`src/rtl/pingpong_frame_buffer.sv`:
```
// Double-banked frame capture buffer: one bank fills from the sample stream while
// the other presents a completed frame to the reader by address.
//
// bank state | meaning
// EMPTY      | free, no samples held
// FILLING    | write side storing samples of an open frame
// FULL       | frame closed, waiting to be presented
// READING    | frame presented to the reader (frame_valid)
module pingpong_frame_buffer #(
  parameter int DATA_W = 8,
  parameter int DEPTH  = 256
) (
  input  logic                         clk,
  input  logic                         rst_n,
  input  logic                         in_valid,
  input  logic                         in_last,
  input  logic [DATA_W-1:0]            in_data,
  output logic                         in_ready,
  output logic                         frame_valid,
  output logic [$clog2(DEPTH):0]       frame_len,
  output logic                         frame_trunc,
  input  logic [$clog2(DEPTH)-1:0]     rd_addr,
  output logic [DATA_W-1:0]            rd_data,
  input  logic                         frame_release,
  output logic [15:0]                  drop_cnt
);

  localparam int ADDR_W = $clog2(DEPTH);
  localparam logic [ADDR_W-1:0] LAST_IDX = ADDR_W'(DEPTH - 1);

  typedef enum logic [1:0] {
    BANK_EMPTY,
    BANK_FILLING,
    BANK_FULL,
    BANK_READING
  } bank_st_t;

  bank_st_t            bank_st [2];
  logic                wr_bank;
  logic                rd_bank;
  logic                discard;
  logic [ADDR_W-1:0]   wr_idx;
  logic [ADDR_W:0]     len_q [2];
  logic                trunc_q [2];
  logic [15:0]         drop_q;
  logic [DATA_W-1:0]   mem [2*DEPTH];

  logic wr_open;
  logic wr_en;
  logic drop;
  logic close_frm;
  logic rel;

  always_comb begin
    wr_open   = (bank_st[wr_bank] == BANK_EMPTY) || (bank_st[wr_bank] == BANK_FILLING);
    wr_en     = in_valid && !discard && wr_open;
    drop      = in_valid && !wr_en;
    close_frm = wr_en && (in_last || (wr_idx == LAST_IDX));
    rel       = frame_release && frame_valid;
  end

  assign in_ready = wr_open;
  assign drop_cnt = drop_q;

  // Sample RAM has no reset so it can map onto block memory.
  always_ff @(posedge clk) begin
    if (wr_en) mem[{wr_bank, wr_idx}] <= in_data;
  end

  always_ff @(posedge clk or negedge rst_n) begin
    if (!rst_n) begin
      bank_st[0]  <= BANK_EMPTY;
      bank_st[1]  <= BANK_EMPTY;
      len_q[0]    <= '0;
      len_q[1]    <= '0;
      trunc_q[0]  <= 1'b0;
      trunc_q[1]  <= 1'b0;
      wr_bank     <= 1'b0;
      rd_bank     <= 1'b0;
      wr_idx      <= '0;
      discard     <= 1'b0;
      drop_q      <= '0;
      frame_valid <= 1'b0;
      frame_len   <= '0;
      frame_trunc <= 1'b0;
      rd_data     <= '0;
    end else begin
      rd_data <= mem[{rd_bank, rd_addr}];

      if (drop && (drop_q != 16'hFFFF)) drop_q <= drop_q + 16'd1;

      // Any in_last ends the discard run that follows a truncated frame.
      if (in_valid && discard && in_last) discard <= 1'b0;

      if (wr_en) begin
        if (close_frm) begin
          bank_st[wr_bank] <= BANK_FULL;
          len_q[wr_bank]   <= {1'b0, wr_idx} + (ADDR_W+1)'(1);
          trunc_q[wr_bank] <= !in_last;
          wr_bank          <= ~wr_bank;
          wr_idx           <= '0;
          discard          <= !in_last;
        end else begin
          bank_st[wr_bank] <= BANK_FILLING;
          wr_idx           <= wr_idx + 1'b1;
        end
      end

      // The write side only touches EMPTY/FILLING banks and the read side only
      // FULL/READING ones, so both updates can land in the same cycle.
      if (rel) begin
        bank_st[rd_bank] <= BANK_EMPTY;
        rd_bank          <= ~rd_bank;
        frame_valid      <= 1'b0;
      end else if (!frame_valid && (bank_st[rd_bank] == BANK_FULL)) begin
        bank_st[rd_bank] <= BANK_READING;
        frame_valid      <= 1'b1;
        frame_len        <= len_q[rd_bank];
        frame_trunc      <= trunc_q[rd_bank];
      end
    end
  end

endmodule

```
`config.mk`:
```
export PLATFORM = sky130hd
export DESIGN_NAME = pingpong_frame_buffer
export DESIGN_NICKNAME = d
export VERILOG_FILES = /design/src/rtl/pingpong_frame_buffer.sv
export SDC_FILE = /design/constraint.sdc
export NUM_CORES = 2
export LEC_CHECK = 0
export ABC_AREA = 1
export CAP_MARGIN = 20
export CORE_ASPECT_RATIO = 0.7
export CORE_MARGIN = 2
export CORE_UTILIZATION = 25
export DETAILED_ROUTE_END_ITERATION = 16
export DONT_BUFFER_PORTS = 1
export HOLD_SLACK_MARGIN = 0.06
export PLACE_DENSITY = 0.43
export SLEW_MARGIN = 20
export SYNTH_ARGS = -nofsm -noshare
export SYNTH_HDL_FRONTEND = slang
export SYNTH_SLANG_ARGS = --single-unit
```
`constraint.sdc`:
```
create_clock -name clk -period 2.1 [get_ports clk]
set_clock_uncertainty 0.05 [all_clocks]
set_input_delay 0.42 -clock clk [delete_from_list [all_inputs] [get_ports clk]]
set_output_delay 0.42 -clock clk [all_outputs]
set_load 0.03 [all_outputs]
```
==> flow_metrics.tcl <==
set metrics [dict create \
    run_status "finished with violations" \
    violations "setup timing" \
    area_of_the_die_um2 685000 \
    layout.core_utilization 0.312 \
    flow.area_growth_from_synthesis_pct 24.4 \
    yosys_warnings 0 \
    ir_drop_mv 0.714 \
    placedCellCount 23800 \
    net_count_after_synthesis 14200 \
    timing.max_cap.violations 0 \
    final_instance_area_um2 211000 \
    layout_common_cells "sky130_fd_sc_hd__nand2_1 (4,193), sky130_fd_sc_hd__edfxtp_1 (4,096), sky130_fd_sc_hd__nand3_1 (3,908)" \
    dieHeight_um 693 \
    postLayoutSetupSlackWorst_ns -0.440 \
    cp_slowest_stage_delay_ns 0.42 \
    drt_pass1_iterations 8 \
    syn_avg_cell_area_um2 12.0 \
    mappedNetlistArea_um2 170000 \
    synth.top_cell.area_share 0.725 \
    cts.reportedPaths.clkPinSlew_ns 0.07 \
    global_route_wire_length_before_repair_um 854000 \
    ioPinCount 57 \
    drt-vias-per-instance 4.67 \
    synthTopCellsByArea "sky130_fd_sc_hd__edfxtp_1 (73%), sky130_fd_sc_hd__nand3_1 (12%), sky130_fd_sc_hd__nand2_1 (9.3%), sky130_fd_sc_hd__buf_2 (1.5%), sky130_fd_sc_hd__nor2_1 (1.2%)" \
    layoutNonFillerInstCount 24700 \
    tritoncts "done" \
    cts-root-buf "sky130_fd_sc_hd__clkbuf_16" \
    path_class "reg2reg" \
    route.antenna.remaining_nets 0 \
    initial_core_util 0.250 \
    post-layout-total-power_uw 188000 \
    globalRoute.totalOverflow 0 \
    startpoint_class "register" \
    core_area_um2 677000 \
    avgRoutedWirePerCell_um 24.5 \
    layout_min_cycle_time_ns 2.54 \
    worst_slew_margin_rel 0.0126 \
    via_count 115000 \
    worst-path-buf-inv 5 \
    drt_wl_total_um 606000 \
    synth_seq_cells 4166 \
    worstPathArrival_ns 3.19 \
    antenna_found_initial 49 \
    report.final.hold_viol_count 0 \
    worst_skew_pair.late_latency_ns 1.04 \
    grt_setup_unrepaired "true" \
    layout_commonest_cell "sky130_fd_sc_hd__nand2_1" \
    path_delay_family "simple AND/OR/NAND/NOR gates" \
    finalCritPeriodShare 1.21 \
    fraction_of_layout_instances_using_a_drive_strength_above_1 0.168 \
    max_freq_mhz 394 \
    worstSetupEndpointType "register" \
    remaining_drc_errors 0 \
    ys_async_sr_fraction 0.0168 \
    cts_buffer_depth 4 \
    rows 253 \
    cells_after_synthesis 14200 \
    ctsHtreeMaxLevel 5 \
    yosysTopAreaCell "sky130_fd_sc_hd__edfxtp_1" \
    detailedRoute.firstIterationViolations 13100 \
    max_slew.worst_pin.slew_ns 1.48 \
    clock-sinks 4166 \
    chipWidth_um 988 \
    power_density_nw_per_um2 890 \
    ys_types 37 \
    hpwlAfterDp_um 354000 \
    final_layout_net_count 15300 \
    cts-buffers-inserted 415 \
    grt_max_degree 258 \
    standard_cell_with_the_maximum_stage_delay_on_the_critical_path "sky130_fd_sc_hd__dfrtp_2" \
    seq_area_frac_synth 0.736 \
    finalWeightedCongestion 0.824 \
    critical_path_required_ns 2.75 \
    port_buffers 0 \
    timing.critical_path.fanout_max 15 \
    grt_use_total 0.170 \
    synth_enable_flop_cells 4096 \
    max_slew_violations 0 \
    grt_pass1_vias 109000 \
    setup_viol 4193 \
    cells_along_the_critical_path "inv_4 > nand2_4 > o21ai_4 > nand2_2 > nor2_4 > inv_6 > nor2_4 > buf_6 > nand2_4 > buf_12 > nor2_2 > buf_6" \
    dpl_cell_area_um2 192000 \
    most_used_dff_post_synth "sky130_fd_sc_hd__edfxtp_1" \
    worst_hold_slack_ns 0.173 \
    hp-class "in2reg" \
    leakage_uw 0.0742 \
]
## per-stage QoR
step	TNS, ns	setup slack [ns]
2_1_floorplan	-623.90	-0.172
3_3_place_gp	-1079.93	-2.76
3_5_place_dp	-1414.41	-2.83
4_1_cts	-982.24	-0.395
5_1_grt	-1354.75	-0.457
6_report	-1097.93	-0.440
## worst reg2reg max path, stage by stage, from the launching register on
cell and delay (ns):
sky130_fd_sc_hd__dfrtp_2 0.42, sky130_fd_sc_hd__inv_4 0.09, sky130_fd_sc_hd__nand2_4 0.05, sky130_fd_sc_hd__o21ai_4 0.08, sky130_fd_sc_hd__nand2_2 0.09, sky130_fd_sc_hd__nor2_4 0.15
sky130_fd_sc_hd__inv_6 0.08, sky130_fd_sc_hd__nor2_4 0.16, sky130_fd_sc_hd__buf_6 0.18, sky130_fd_sc_hd__nand2_4 0.11, sky130_fd_sc_hd__buf_12 0.18, sky130_fd_sc_hd__nor2_2 0.38
sky130_fd_sc_hd__buf_6 0.17
## timing repair
item                                    4_1_cts  5_1_grt
hold endpoints to repair                   1959        0
endpoints found under the setup margin     4139     4324
resized for setup                           586      139
cloned                                       46        4
pin swaps                                    41        7
setup buffers                                70        4
hold buffers                                 37        0
## final timing paths
path | depth (start not counted) | to | slack (ns) | from
max in group asynchronous | 3 | rd_data[6] | 1.20 | rst_n
min | 3 | rd_bank | 0.17 | frame_release
max | 12 | mem[374][3] | -0.44 | wr_bank
min reg2reg | 2 | len_q[12] | 0.47 | len_q[12]
max reg2reg | 12 | mem[374][3] | -0.44 | wr_bank
min in group asynchronous | 3 | drop_cnt[1] | 0.43 | rst_n
## report_power, final
group | switching, uW | internal, uW | leakage [uW]
combinational | 13800 | 6230 | 0.0301
sequential | 872 | 92000 | 0.0377
clock | 34000 | 40900 | 0.00643
## sequential cells by signal (all words and copies together), names as in the netlist, 2 cells and up
name	flops
trunc_q	2
frame_len	9
bank_st	4
wr_idx	8
mem	4096
rd_data	8
drop_cnt	16
len_q	18
## cells in the mapped netlist (4+ instances only)
library cell	instances
sky130_fd_sc_hd__clkbuf_1	121
sky130_fd_sc_hd__o22ai_1	5
sky130_fd_sc_hd__nor2_1	532
sky130_fd_sc_hd__o21ai_0	23
sky130_fd_sc_hd__o21ai_1	5
sky130_fd_sc_hd__buf_6	57
sky130_fd_sc_hd__a21oi_1	6
sky130_fd_sc_hd__nand3_1	4097
sky130_fd_sc_hd__nand2_1	4209
sky130_fd_sc_hd__dfrtp_1	70
sky130_fd_sc_hd__xor2_1	14
sky130_fd_sc_hd__buf_2	518
sky130_fd_sc_hd__inv_1	50
sky130_fd_sc_hd__nor2_2	6
sky130_fd_sc_hd__buf_1	112
sky130_fd_sc_hd__buf_4	183
sky130_fd_sc_hd__o221ai_1	5
sky130_fd_sc_hd__edfxtp_1	4096
sky130_fd_sc_hd__inv_2	7
sky130_fd_sc_hd__xnor2_1	6
sky130_fd_sc_hd__nor3_1	10
sky130_fd_sc_hd__ha_1	5
sky130_fd_sc_hd__nand4_1	4
## layer usage
metal / global-route usage / wire (um) / part of all wire / vias to the layer above
li1: - / - / - / 52800
met1: 0.272 / 301000 / 0.50 / 58200
met2: 0.243 / 251000 / 0.41 / 3914
met3: 0.0282 / 45100 / 0.075 / 562
met4: 0.0264 / 9530 / 0.016 / 2
met5: 0 / 10 / 0.000017 / -
## layout make-up
type	count	area [um^2]
timing repair buffer	1699	19900
inverter	62	300
tap	9052	11300
sequential	4166	125000
clock buffer	520	10900
clock inverter	250	2290
multi-input combinational	8946	41500
fill	68100	466000
antenna	11	27.5
## cell families (layout without fill, tap and decap cells)
kind of cell             after synthesis  count (layout)  synth area share
XOR/XNOR                              20              20           0.00103
other                                  0              11                 0
AND/OR/NAND/NOR                     8872            8873             0.227
flip-flops                          4166            4166             0.736
buffers and inverters               1055            2531            0.0339
AO/OA/AOI/OAI                         48              48           0.00164
adder cells (fa/ha/maj)                5               5          0.000369
No activity file was read; power rests on OpenSTA's default activity.
